$ cat config.mk
export PLATFORM = sky130hd
export DESIGN_NAME = dma_rd_arbiter
export DESIGN_NICKNAME = d
export VERILOG_FILES = /design/src/rtl/dma_pkg.sv /design/src/rtl/dma_rd_arbiter_rr_pick.sv /design/src/rtl/dma_rd_arbiter.sv
export SDC_FILE = /design/constraint.sdc
export NUM_CORES = 1
export LEC_CHECK = 0
export BUFFER_PORTS_ARGS = -buffer_cell sky130_fd_sc_hd__buf_2
export CAP_MARGIN = 10
export CORE_MARGIN = 8
export CORE_UTILIZATION = 46
export CTS_BUF_LIST = sky130_fd_sc_hd__clkbuf_4 sky130_fd_sc_hd__clkbuf_8
export DETAILED_ROUTE_END_ITERATION = 6
export GPL_TIMING_DRIVEN = 0
export PLACE_DENSITY = 0.91
export REMOVE_ABC_BUFFERS = 1
export SYNTH_ARGS = -nofsm -noshare
export SYNTH_HDL_FRONTEND = slang
export SYNTH_SLANG_ARGS = --single-unit
$ cat constraint.sdc
create_clock -name clk -period 3.5 [get_ports clk]
set_input_delay 0.35 -clock clk [delete_from_list [all_inputs] [get_ports clk]]
set_output_delay 0.35 -clock clk [all_outputs]
set_load 0.03 [all_outputs]
$ cat src/rtl/dma_pkg.sv
// Shared DMA read-side definitions: arbiter FSM encodings and constants
// common to the read arbiter and the DMA read-stream controller.
package dma_pkg;

  localparam logic [1:0] ST_IDLE  = 2'd0;
  localparam logic [1:0] ST_START = 2'd1;
  localparam logic [1:0] ST_BUSY  = 2'd2;
  localparam logic [1:0] ST_DONE  = 2'd3;

  // 64-byte block stride and the controller's minimum gap between streams
  localparam int DMA_BLK_SHIFT    = 6;
  localparam int RD_RESTART_DELAY = 3;

  function automatic int rr_next(input int idx, input int n);
    return (idx + 1 >= n) ? 0 : idx + 1;
  endfunction

endpackage

$ cat src/rtl/dma_rd_arbiter_rr_pick.sv
// Combinational round-robin picker: first set request scanning upward from
// ptr, wrapping modulo NUM_REQ. Shared by read and future write arbiters.
module rr_pick #(
  parameter int NUM_REQ = 3,
  parameter int IDX_W   = $clog2(NUM_REQ)
) (
  input  logic [NUM_REQ-1:0] req,
  input  logic [IDX_W-1:0]   ptr,
  output logic [NUM_REQ-1:0] gnt,
  output logic [IDX_W-1:0]   idx,
  output logic               any
);

  int k;

  // Scan from the farthest offset down so the nearest hit overwrites the rest
  always_comb begin
    gnt = '0;
    idx = '0;
    any = 1'b0;
    k   = 0;
    for (int off = NUM_REQ - 1; off >= 0; off--) begin
      k = (int'(ptr) + off) % NUM_REQ;
      if (req[k]) begin
        gnt    = '0;
        gnt[k] = 1'b1;
        idx    = IDX_W'(k);
        any    = 1'b1;
      end
    end
  end

endmodule

$ cat src/rtl/dma_rd_arbiter.sv
// Round-robin owner of the single DMA read-stream controller: grants one
// loader, launches its stream, waits for completion, returns a done pulse.
module dma_rd_arbiter
  import dma_pkg::*;
#(
  parameter int  NUM_REQ      = 3,
  parameter int  AXI_WIDTH_AD = 32,
  parameter int  BIT_TRANS    = 18,
  localparam int IDX_W        = $clog2(NUM_REQ)
) (
  input  logic                            clk,
  input  logic                            rstn,
  input  logic [NUM_REQ-1:0]              i_req,
  input  logic [NUM_REQ*AXI_WIDTH_AD-1:0] i_base_addr,
  input  logic [NUM_REQ*BIT_TRANS-1:0]    i_num_trans,
  input  logic [NUM_REQ*16-1:0]           i_num_blk,
  output logic [NUM_REQ-1:0]              o_done,
  output logic [NUM_REQ-1:0]              o_grant,
  output logic [IDX_W-1:0]                o_owner_idx,
  output logic                            o_busy,
  output logic                            o_dma_rd_start,
  output logic [AXI_WIDTH_AD-1:0]         o_dma_base_addr,
  output logic [BIT_TRANS-1:0]            o_dma_num_trans,
  output logic [15:0]                     o_dma_max_blk,
  input  logic                            i_dma_rd_done
);

  logic [1:0]              state_reg;
  logic [IDX_W-1:0]        rr_ptr_reg;
  logic [IDX_W-1:0]        owner_idx_reg;
  logic [NUM_REQ-1:0]      grant_reg;
  logic [NUM_REQ-1:0]      done_reg;
  logic                    busy_reg;
  logic                    start_reg;
  logic [AXI_WIDTH_AD-1:0] base_reg;
  logic [BIT_TRANS-1:0]    trans_reg;
  logic [15:0]             blk_reg;

  logic [NUM_REQ-1:0]      pick_gnt;
  logic [IDX_W-1:0]        pick_idx;
  logic                    pick_any;

  logic [AXI_WIDTH_AD-1:0] base_arr  [NUM_REQ];
  logic [BIT_TRANS-1:0]    trans_arr [NUM_REQ];
  logic [15:0]             blk_arr   [NUM_REQ];

  generate
    for (genvar gi = 0; gi < NUM_REQ; gi++) begin : g_slot
      assign base_arr[gi]  = i_base_addr[gi*AXI_WIDTH_AD +: AXI_WIDTH_AD];
      assign trans_arr[gi] = i_num_trans[gi*BIT_TRANS +: BIT_TRANS];
      assign blk_arr[gi]   = i_num_blk[gi*16 +: 16];
    end
  endgenerate

  rr_pick #(
    .NUM_REQ (NUM_REQ),
    .IDX_W   (IDX_W)
  ) u_rr_pick (
    .req (i_req),
    .ptr (rr_ptr_reg),
    .gnt (pick_gnt),
    .idx (pick_idx),
    .any (pick_any)
  );

  always_ff @(posedge clk or negedge rstn) begin
    if (!rstn) begin
      state_reg     <= ST_IDLE;
      rr_ptr_reg    <= '0;
      owner_idx_reg <= '0;
      grant_reg     <= '0;
      done_reg      <= '0;
      busy_reg      <= 1'b0;
      start_reg     <= 1'b0;
      base_reg      <= '0;
      trans_reg     <= '0;
      blk_reg       <= '0;
    end else begin
      done_reg  <= '0;
      start_reg <= 1'b0;
      case (state_reg)
        ST_IDLE: begin
          if (pick_any) begin
            grant_reg     <= pick_gnt;
            owner_idx_reg <= pick_idx;
            busy_reg      <= 1'b1;
            base_reg      <= base_arr[pick_idx];
            trans_reg     <= trans_arr[pick_idx];
            blk_reg       <= blk_arr[pick_idx];
            // A zero block count would wrap the controller's count-1 compare
            if (blk_arr[pick_idx] == '0) begin
              state_reg <= ST_DONE;
              done_reg  <= pick_gnt;
            end else begin
              state_reg <= ST_START;
              start_reg <= 1'b1;
            end
          end
        end
        ST_START: state_reg <= ST_BUSY;
        ST_BUSY: begin
          if (i_dma_rd_done) begin
            state_reg <= ST_DONE;
            done_reg  <= grant_reg;
          end
        end
        ST_DONE: begin
          state_reg     <= ST_IDLE;
          grant_reg     <= '0;
          busy_reg      <= 1'b0;
          owner_idx_reg <= '0;
          rr_ptr_reg    <= IDX_W'(rr_next(int'(owner_idx_reg), NUM_REQ));
        end
        default: state_reg <= ST_IDLE;
      endcase
    end
  end

  assign o_done          = done_reg;
  assign o_grant         = grant_reg;
  assign o_owner_idx     = owner_idx_reg;
  assign o_busy          = busy_reg;
  assign o_dma_rd_start  = start_reg;
  assign o_dma_base_addr = base_reg;
  assign o_dma_num_trans = trans_reg;
  assign o_dma_max_blk   = blk_reg;

`ifndef SYNTHESIS
  always @(posedge clk) begin
    if (rstn) begin
      assert (!(i_dma_rd_done && state_reg != ST_BUSY))
        else $warning("i_dma_rd_done ignored outside BUSY");
    end
  end
`endif

endmodule

==> results.tsv <==
metric	value	unit
run status	completed	
adder-cell share of the synthesized area	0.0204	
max FFs per register	32	
simple-gate area share of the yosys netlist	0.161	
Compound-Gate Fraction of Synth Area	0.199	
Post-Syn Area per Cell	8.80	um^2
post-synthesis async set-or-reset flop share	1.00	
Die W	119	um
# nets final	1014	
grt total ovfl	0	
vias	5025	
commonest non-fill, non-tap cell in the layout	buf_2	
Critical Path Source Type	flip-flop	
die height	119	um
Vias/cell	5.32	
DRT iter0 DRCs	319	
Synth Flop Type	dfrtp_1	
total power	6.91	mW
post-layout min period	3.23	ns
Routed WL	15.7	mm
worst setup path end	o_done[0]	
Post-Place Cell Area	6310	um^2
Clock Latency Late Sink	0.35	ns
main combinational cell family by area after synthesis	compound AO/OA/AOI/OAI gates	
vias in the first global route	4991	
Worst path slowest cell	ha_2	
Mapped Area	4840	um^2
antenna viol nets, final	0	
antenna violations before repair	0	
sequential-to-total area share from yosys stat	0.408	
share of layout cells above drive strength 1	0.408	
Post-Synthesis Cells	550	
WP buf/inv	2	
clock sink count	79	
worst r2r dst	o_done[0]	
synth-to-layout area growth	36.1	%
CP Data Arrival Time	3.47	ns
largest net degree at the start of global routing	122	
Seq cells post-synth	79	
crit path max fanout	35	
drt pass-1 iters	4	
Ant. Diodes	0	
Synth cell types	42	
CP top delay family	simple AND/OR/NAND/NOR gates	
Crit Reg-Reg Startpoint	rr_ptr_reg[0]	
maximum vdd drop	0.602	mV
Cell Chain, Critical Path	inv_1, ha_2, nor3b_2, o2111ai_4, buf_12, nor2_1, a31oi_1, nor4_2, nand4_1, o31ai_1	
fin crit share	0.924	
PD cells	1050	nW/um^2
WP data required	3.74	ns
mux cell area share after synthesis	0.156	
design area	6590	um^2
CP Capture Type	flip-flop	
CP Launch Point	rr_ptr_reg[0]	
Root Driver	clkbuf_8	
H-tree lvl count	3	
Hold Crit Class	input pin to flip-flop	
row cnt	37	
R2R Setup Slk	0.27	ns
CTS tree	done	
Finished Layout Cells	944	
Core ar.	10300	um^2
Detailed Place HPWL	12.4	mm
Crit path largest cell delay	0.50	ns
global-route wire length before repair	25.0	mm
unrepaired setup endpoints after global routing	false	
FF-to-FF path depth	10	
worst-case clock buffer depth	2	
Rel. slew slack	0.596	
MaxCap Viol Count	0	
Worst Max-Slew Pin Slew	0.606	ns
Max Transition Viols Final	0	
Setup violations, final	0	
placed cells	926	
CP Depth	10	
most frequent cells in the layout	buf_2 (278), o21ai_0 (124), nand2_1 (105)	
WL per Instance	16.6	um
Syn. warnings	0	
fmax	0.309	GHz
Clock Skews	0.0142	ns
# port buffers	279	
num ports	280	
Post-route DRC	0	
Post-synth EDFFs	0	
Fin. Hold Viols	0	
xor/xnor share of the synthesized area	0	
Num CTS Buffers	9	
WS Path Type	flip-flop to flip-flop	
Worst-path clk slew	0.08	ns
initial core utilization	0.471	
gr usage total	0.215	
routability cong.	0.794	
die area	14100	um^2
Leak	3.58	nW
layout make-up:
type	instances	area (um^2)
Sequential cell	79	1980
Clock inverter	5	80.1
Multi-Input combinational cell	418	2620
Inverter	8	30.0
Tap cell	136	170
Fill cell	880	3690
Timing Repair Buffer	287	1560
Clock buffer	11	151
through the flow:
step | hold WS (ns) | utilization | setup slack, ns | TNS [ns]
3_3_place_gp | 0.458 | 0.600 | -2.58 | -139.43
3_5_place_dp | 0.357 | 0.614 | 0.0613 | 0
2_1_floorplan | 0.0544 | - | -1.15 | -59.05
6_report | 0.305 | 0.641 | 0.267 | 0
5_1_grt | 0.296 | 0.641 | 0.0524 | 0
4_1_cts | 0.271 | 0.637 | 0.0243 | 0
synth_stat cells, drive strengths merged (6+ instances only):
master / instances / area share
a21oi: 11 / 0.011
a31oi: 16 / 0.021
buf: 21 / 0.030
clkbuf: 24 / 0.019
dfrtp: 79 / 0.41
ha: 7 / 0.018
inv: 8 / 0.0062
mux2: 16 / 0.049
mux2i: 52 / 0.11
nand2: 106 / 0.083
nand3: 6 / 0.0088
nand4: 17 / 0.022
nor2: 22 / 0.017
o21ai: 124 / 0.13
repair_timing:
action | CTS | global route
endpoints found under the setup margin | 0 | 5
endpoints found under the hold margin | 37 | 0
resized for setup | 0 | 3
hold buffers | 1 | 0
buffers inserted | 0 | 0
where the power goes:
part	switching (mW)	internal, mW	leakage, nW
Clock	0.329	0.439	0.112
Combinational	2.88	1.64	2.50
Sequential	0.239	1.38	0.964
worst min-delay path: stages:
cell and delay, ns:
buf_2 0.07, o21ai_0 0.07, o21ai_0 0.13
cells by family (layout without fill, tap and decap cells):
| kind of cell | count (synthesis) | in the layout |
|---|---|---|
| AO/OA/AOI/OAI | 171 | 171 |
| flip-flops | 79 | 79 |
| multiplexers | 68 | 68 |
| buffers and inverters | 53 | 311 |
| AND/OR/NAND/NOR | 171 | 171 |
| adder cells (fa/ha/maj) | 8 | 8 |
routing by layer:
metal	up-vias	share of wire	wire length (um)	track usage
met1	2330	0.41	6470	0.251
met4	0	0.020	314	0.0640
met2	211	0.50	7810	0.377
met5	-	0	0	0
met3	28	0.071	1120	0.0600
li1	2456	-	-	-
worst min path at each step:
stage	slack (ns)	depth (start not counted)	to	startpoint
2_1_floorplan	0.05	0	o_busy	rstn
3_3_place_gp	0.46	2	o_dma_base_addr[0]	o_dma_base_addr[0]
3_5_place_dp	0.36	1	o_owner_idx[0]	rstn
4_1_cts	0.27	3	o_done[1]	i_dma_rd_done
5_1_grt	0.30	3	o_dma_num_trans[1]	i_num_trans[37]
6_report	0.31	3	o_dma_base_addr[26]	i_base_addr[90]
(Power assumes the default switching activity.)
